`config.mk`:
```
export PLATFORM = sky130hd
export DESIGN_NAME = serial_word_packer_flat
export DESIGN_NICKNAME = d
export VERILOG_FILES = /design/src/rtl/serial_word_packer_if.sv /design/src/rtl/serial_word_packer.sv /design/src/flat_wrapper.sv
export SDC_FILE = /design/constraint.sdc
export NUM_CORES = 1
export LEC_CHECK = 0
export ABC_AREA = 1
export ABC_CLOCK_PERIOD_IN_PS = 2910
export BUFFER_PORTS_ARGS = -buffer_cell sky130_fd_sc_hd__buf_2
export CORE_UTILIZATION = 30
export CTS_BUF_LIST = sky130_fd_sc_hd__clkbuf_16
export CTS_CLUSTER_SIZE = 16
export DETAILED_ROUTE_END_ITERATION = 10
export PLACE_DENSITY_LB_ADDON = 0.1
export SYNTH_ARGS = -nofsm -noshare
export SYNTH_HDL_FRONTEND = slang
export SYNTH_SLANG_ARGS = --single-unit
```
`constraint.sdc`:
```
create_clock -name clk -period 2.91 [get_ports clk]
set_input_delay 0.582 -clock clk [delete_from_list [all_inputs] [get_ports clk]]
set_output_delay 0.582 -clock clk [all_outputs]
set_load 0.02 [all_outputs]
```
`src/rtl/serial_word_packer_if.sv`:
```
// Handshake bundle between the serial bit source, the word packer and the
// comma-code index stage.
//   bit_in, bit_valid, bit_ready : serial bit stream, accepted on valid && ready
//   word_out, word_valid, word_ready : packed word, taken on valid && ready
//   seq_count : overlapping "101" count belonging to word_out
//   overflow  : sticky flag, a bit was offered while the packer could not take it
// slave  : packer side (consumes bits, produces words)
// master : environment side (produces bits, consumes words)
interface serial_word_packer_if #(
    parameter int word_size  = 16,
    parameter int count_size = 4
);
    logic                  bit_in;
    logic                  bit_valid;
    logic                  bit_ready;
    logic [word_size-1:0]  word_out;
    logic                  word_valid;
    logic                  word_ready;
    logic [count_size-1:0] seq_count;
    logic                  overflow;

    modport slave (
        input  bit_in, bit_valid, word_ready,
        output bit_ready, word_out, word_valid, seq_count, overflow
    );

    modport master (
        output bit_in, bit_valid, word_ready,
        input  bit_ready, word_out, word_valid, seq_count, overflow
    );
endinterface

```
`src/rtl/serial_word_packer.sv`:
```
// Packs a serial bit stream, MSB first, into word_size-bit words for the
// comma-code index stage and counts overlapping "101" occurrences inside
// each word while it is being packed.
// Ports:
//   clk   : single clock, all logic on posedge
//   reset : synchronous, active-high; discards any partial word
//   bus   : serial_word_packer_if.slave (bit stream in, word + count out,
//           sticky overflow)
//
// state | meaning
// ------+-------------------------------------------------------------
// FILL  | collecting bits, bit_ready=1
// HOLD  | complete word presented; bit_ready follows word_ready so a new
//       | bit can enter in the same cycle the word is taken
module serial_word_packer #(
    parameter int word_size  = 16,
    parameter int index_size = 4,
    parameter int count_size = 4
) (
    input  logic                   clk,
    input  logic                   reset,
    serial_word_packer_if.slave    bus
);
    localparam logic [0:0] STATE_FILL = 1'b0;
    localparam logic [0:0] STATE_HOLD = 1'b1;

    localparam logic [index_size-1:0] LAST_IDX = index_size'(word_size - 1);
    localparam logic [index_size-1:0] IDX_TWO  = index_size'(2);
    localparam logic [count_size-1:0] CNT_MAX  = '1;

    logic [0:0]            state_q,      state_d;
    logic [index_size-1:0] bit_cnt_q,    bit_cnt_d;
    logic [word_size-1:0]  shift_q,      shift_d;
    logic                  prev1_q,      prev1_d;
    logic                  prev2_q,      prev2_d;
    logic [count_size-1:0] run_cnt_q,    run_cnt_d;
    logic [word_size-1:0]  word_out_q,   word_out_d;
    logic                  word_valid_q, word_valid_d;
    logic [count_size-1:0] seq_count_q,  seq_count_d;
    logic                  overflow_q,   overflow_d;

    logic                  bit_ready;
    logic                  accept;
    logic                  hit;
    logic [count_size-1:0] cnt_acc;
    logic [word_size-1:0]  shift_acc;

    assign bit_ready = (state_q == STATE_FILL) || bus.word_ready;
    assign accept    = bus.bit_valid && bit_ready;

    always_comb begin
        state_d      = state_q;
        bit_cnt_d    = bit_cnt_q;
        shift_d      = shift_q;
        prev1_d      = prev1_q;
        prev2_d      = prev2_q;
        run_cnt_d    = run_cnt_q;
        word_out_d   = word_out_q;
        word_valid_d = word_valid_q;
        seq_count_d  = seq_count_q;
        overflow_d   = overflow_q;

        // The index >= 2 gate keeps a pattern from spanning two words, so
        // prev1/prev2 never need an explicit clear at word start.
        hit       = bus.bit_in && !prev1_q && prev2_q && (bit_cnt_q >= IDX_TWO);
        shift_acc = {shift_q[word_size-2:0], bus.bit_in};

        if (bit_cnt_q == '0) begin
            cnt_acc = '0;
        end else if (hit && (run_cnt_q != CNT_MAX)) begin
            cnt_acc = run_cnt_q + count_size'(1);
        end else begin
            cnt_acc = run_cnt_q;
        end

        if ((state_q == STATE_HOLD) && bus.word_ready) begin
            word_valid_d = 1'b0;
            state_d      = STATE_FILL;
        end

        if (accept) begin
            shift_d   = shift_acc;
            prev2_d   = prev1_q;
            prev1_d   = bus.bit_in;
            run_cnt_d = cnt_acc;
            if (bit_cnt_q == LAST_IDX) begin
                word_out_d   = shift_acc;
                seq_count_d  = cnt_acc;
                word_valid_d = 1'b1;
                bit_cnt_d    = '0;
                state_d      = STATE_HOLD;
            end else begin
                bit_cnt_d = bit_cnt_q + index_size'(1);
            end
        end

        if (bus.bit_valid && !bit_ready) begin
            overflow_d = 1'b1;
        end
    end

    always_ff @(posedge clk) begin
        if (reset) begin
            state_q      <= STATE_FILL;
            bit_cnt_q    <= '0;
            shift_q      <= '0;
            prev1_q      <= 1'b0;
            prev2_q      <= 1'b0;
            run_cnt_q    <= '0;
            word_out_q   <= '0;
            word_valid_q <= 1'b0;
            seq_count_q  <= '0;
            overflow_q   <= 1'b0;
        end else begin
            state_q      <= state_d;
            bit_cnt_q    <= bit_cnt_d;
            shift_q      <= shift_d;
            prev1_q      <= prev1_d;
            prev2_q      <= prev2_d;
            run_cnt_q    <= run_cnt_d;
            word_out_q   <= word_out_d;
            word_valid_q <= word_valid_d;
            seq_count_q  <= seq_count_d;
            overflow_q   <= overflow_d;
        end
    end

    assign bus.bit_ready  = bit_ready;
    assign bus.word_out   = word_out_q;
    assign bus.word_valid = word_valid_q;
    assign bus.seq_count  = seq_count_q;
    assign bus.overflow   = overflow_q;
endmodule

```
`src/flat_wrapper.sv`:
```
// flat-port wrapper written by rule: the top's interface ports become plain ports
module serial_word_packer_flat 
#(
    parameter int word_size  = 16,
    parameter int index_size = 4,
    parameter int count_size = 4
)
  (clk, reset, bus_bit_in, bus_bit_valid, bus_word_ready, bus_bit_ready, bus_word_out, bus_word_valid, bus_seq_count, bus_overflow);
  serial_word_packer_if #(.word_size(word_size), .count_size(count_size)) bus_i ();
  input  logic clk;
  input  logic reset;
  input wire logic [$bits(bus_i.bit_in)-1:0] bus_bit_in;
  input wire logic [$bits(bus_i.bit_valid)-1:0] bus_bit_valid;
  input wire logic [$bits(bus_i.word_ready)-1:0] bus_word_ready;
  output wire logic [$bits(bus_i.bit_ready)-1:0] bus_bit_ready;
  output wire logic [$bits(bus_i.word_out)-1:0] bus_word_out;
  output wire logic [$bits(bus_i.word_valid)-1:0] bus_word_valid;
  output wire logic [$bits(bus_i.seq_count)-1:0] bus_seq_count;
  output wire logic [$bits(bus_i.overflow)-1:0] bus_overflow;
  assign bus_i.bit_in = bus_bit_in;
  assign bus_i.bit_valid = bus_bit_valid;
  assign bus_i.word_ready = bus_word_ready;
  assign bus_bit_ready = bus_i.bit_ready;
  assign bus_word_out = bus_i.word_out;
  assign bus_word_valid = bus_i.word_valid;
  assign bus_seq_count = bus_i.seq_count;
  assign bus_overflow = bus_i.overflow;
  serial_word_packer #(.word_size(word_size), .index_size(index_size), .count_size(count_size)) u_core (.clk(clk), .reset(reset), .bus(bus_i));
endmodule
```
==> qor.yml <==
avgSynthCellArea_um2: 8.20
postCtsResizedCells: 0
wl_um: 3590
grt_pass1_vias: 1294
peakVddDrop_uv: 259
cts_setup_buffers: 0
slew_headroom_pct: 64.5
port_buffers: 27
final_common_cell: "dfxtp_1"
setup_violations: 0
dr.pass1.iters: 4
cp_num_buf_inv: 2
crit_end: "u_core.bus.seq_count[0]$_SDFFE_PP0P_"
dieArea_mm2: 0.00641
dp_hpwl_um: 2350
drt_iter0_markers: 54
switching_share_pct: 22.8
p_int_uw: 982
finClkSkew_ns: 0.00387
initial_core_util_pct: 31.1
rrSetupSlack_ns: 1.37
cts-root-buf: "clkbuf_16"
netlist_area_mm2: 0.00183
worst_pin_slew_ns: 0.530
fp-row-count: 28
cp.required_ns: 3.06
min_period_ns: 1.58
post_drt_via_cell_ratio: 4.44
cellPowerDensity_mw_per_mm2: 595
yosysSeqAreaShare_pct: 50.4
rsz0062_at_grt: "false"
numCtsBuffers: 5
hold_viol: 0
maxSlewViolCount: 0
p_sw_uw: 290
syn_to_final_growth_pct: 16.8
p_seq_share_pct: 52.1
cp_max_fo: 35
post_drt_wl_per_cell_um: 11.1
maxCapViolCount: 0
status: "completed"
cp.depth: 7
drive_above_1_share_pct: 21.8
clk_pin_slew_ns: 0.06
fp.dieH_um: 80.1
total_power_mw: 1.27
ys_ff_latch: 46
clk_latency_ns: 0.28
fin_util_pct: 36.3
hold_class: "reg2reg"
worst-setup-path-type: "in2reg"
grtUsageTotal_pct: 12.6
fin_nets: 257
syn-num-nets: 232
critPathLaunch: "bus_word_ready"
rr_endpoint: "u_core.bus.seq_count[0]$_SDFFE_PP0P_"
diodes: 0
drtAntennaViolNets: 0
final_cell_mix: "dfxtp_1 (46), nand2_1 (38), inv_1 (28)"
clkPwrFrac_pct: 41.4
ys_warn_count: 0
crit_top_cell: "nand2_2"
end_kind: "flip-flop"
reg2reg_depth: 5
leakage_nw: 0.916
ios: 28
htreeDepth: 2
yosysUniqueCellTypes: 24
fillers: 644
cts_hold_buffers: 0
synthCells: 223
worst_path_largest_cell_delay_ns: 0.40
antenna_found_initial: 0
p_comb_share_pct: 6.4
grt_overflow: 0
tns_ns: 0
clk_path_buf_depth: 2
drcViolationCount: 0
route.vias.total: 1434
critPathTopFamily: "simple AND/OR/NAND/NOR gates"
worstPathArrival_ns: 1.73
globalplace.congestion: 0.785
die_x_um: 80.1
grt_pass1_wl_um: 6120
path_cells: "buf_2, inv_2, nand2_2, nand2_4, nor2_4, nand2_2, o21ai_1"
post-route-period-util_pct: 54.2
slowest_stage: "nand2_2"
cts_tree: "built"
r2r_start: "u_core.bit_cnt_q[1]$_SDFFE_PP0P_"
grt_start_max_net_pins: 36
core_mm2: 0.00589
fmax_mhz: 634
start_kind: "primary input"
cts_num_sinks: 46
-- cell usage after synthesis --
master / count / area share [%]
clkbuf_1: 3 / 0.62
nand4_1: 1 / 0.34
xnor2_1: 1 / 0.48
nor2_1: 6 / 1.2
buf_4: 2 / 0.82
inv_1: 26 / 5.3
nand3_1: 14 / 3.8
o21ai_0: 18 / 4.9
xor2_1: 1 / 0.48
o21ai_2: 9 / 4.3
o21ai_1: 14 / 3.8
nand2_4: 1 / 0.62
buf_2: 4 / 1.1
nor2_4: 1 / 0.62
nand3b_1: 1 / 0.41
dfxtp_1: 46 / 50
nand2_1: 38 / 7.8
buf_6: 2 / 1.2
a21oi_1: 22 / 6.0
nand2_2: 3 / 1.0
nand3_2: 1 / 0.55
nor2_2: 2 / 0.68
ha_1: 4 / 2.7
inv_2: 3 / 0.62
-- worst reg2reg max path, stage by stage (launching register included) --
cell and delay, ns:
dfxtp_1 0.39, ha_1 0.22, nand3_1 0.13, nor2_4 0.16
nand2_2 0.32, o21ai_1 0.25
-- how the worst min path moves through the flow --
stage                                                      end  depth (start not counted)                                 start  slack [ns]
after global routing      u_core.bus.seq_count[2]$_SDFFE_PP0P_                          2  u_core.bus.seq_count[2]$_SDFFE_PP0P_        0.47
after CTS                     u_core.bus.overflow$_SDFFE_PP0P_                          2      u_core.bus.overflow$_SDFFE_PP0P_        0.45
after floorplan                 u_core.shift_q[7]$_SDFFE_PP0P_                          2        u_core.shift_q[7]$_SDFFE_PP0P_        0.44
final                         u_core.bus.overflow$_SDFFE_PP0P_                          2      u_core.bus.overflow$_SDFFE_PP0P_        0.45
after detailed placement   u_core.bus.word_out[5]$_SDFFE_PP0P_                          2   u_core.bus.word_out[5]$_SDFFE_PP0P_        0.44
after global placement        u_core.bus.overflow$_SDFFE_PP0P_                          2      u_core.bus.overflow$_SDFFE_PP0P_        0.44
-- sequential cells by signal, summed over array words and instances (netlist names) --
| name | count |
|---|---|
| u_core.bus.word_out | 16 |
| u_core.shift_q | 15 |
| u_core.bit_cnt_q | 4 |
| u_core.bus.seq_count | 4 |
| u_core.run_cnt_q | 4 |
| u_core.bus.overflow | 1 |
| u_core.bus.word_valid | 1 |
| u_core.state_q | 1 |
-- per-layer routing --
layer  share of wire (%)  vias up  wire [um]  track usage [%]
met5                   0        -          0                0
met4                 2.1        0         75             5.89
met3                 3.7        7        134             3.18
met2                  42       27       1510             18.5
met1                  52      629       1860             17.0
li1                    -      771          -                -
-- power by group through the flow --
| stage | Sequential (mW) | Combinational, mW | Clock (mW) |
|---|---|---|---|
| 6_report | 0.663 | 0.0819 | 0.527 |
| 5_1_grt | 0.666 | 0.0937 | 0.569 |
| 4_1_cts | 0.663 | 0.0832 | 0.540 |
| 3_5_place_dp | 0.677 | 0.0825 | 0 |
| 3_3_place_gp | 0.677 | 0.0830 | 0 |
| 2_1_floorplan | 0.673 | 0.0653 | 0 |
-- layout make-up --
class / instances / area (um2) / share of cell area, %
clock buffer: 5 / 125 / 5.86
clock inverter: 2 / 7.51 / 0.351
inverter: 29 / 109 / 5.10
multi-input combinational: 137 / 729 / 34.2
sequential: 46 / 921 / 43.1
tap: 75 / 93.8 / 4.39
timing repair buffer: 29 / 150 / 7.03
-- stage by stage --
step | hold slack (ns) | cells | worst slack, ns | area, um2
finish | 0.446 | 323 | 1.33 | 2140
global route | 0.465 | 323 | 1.13 | 2140
CTS | 0.452 | 323 | 1.31 | 2140
detailed placement | 0.440 | 316 | 1.01 | 2000
global placement | 0.442 | 316 | 1.05 | 2000
floorplan | 0.441 | 223 | 1.53 | 1830
-- cell families (layout without fill, tap and decap cells) --
group	after synthesis	count (layout)	share of synthesized area (%)
buffers and inverters	40	65	9.72
AOI/OAI and AO/OA	63	63	19.1
adders and majority gates	4	4	2.74
xor gates and xnor gates	2	2	0.958
and+or+nand+nor	68	68	17.1
DFF	46	46	50.4
Note: power is estimated with default switching activity, not from simulation.
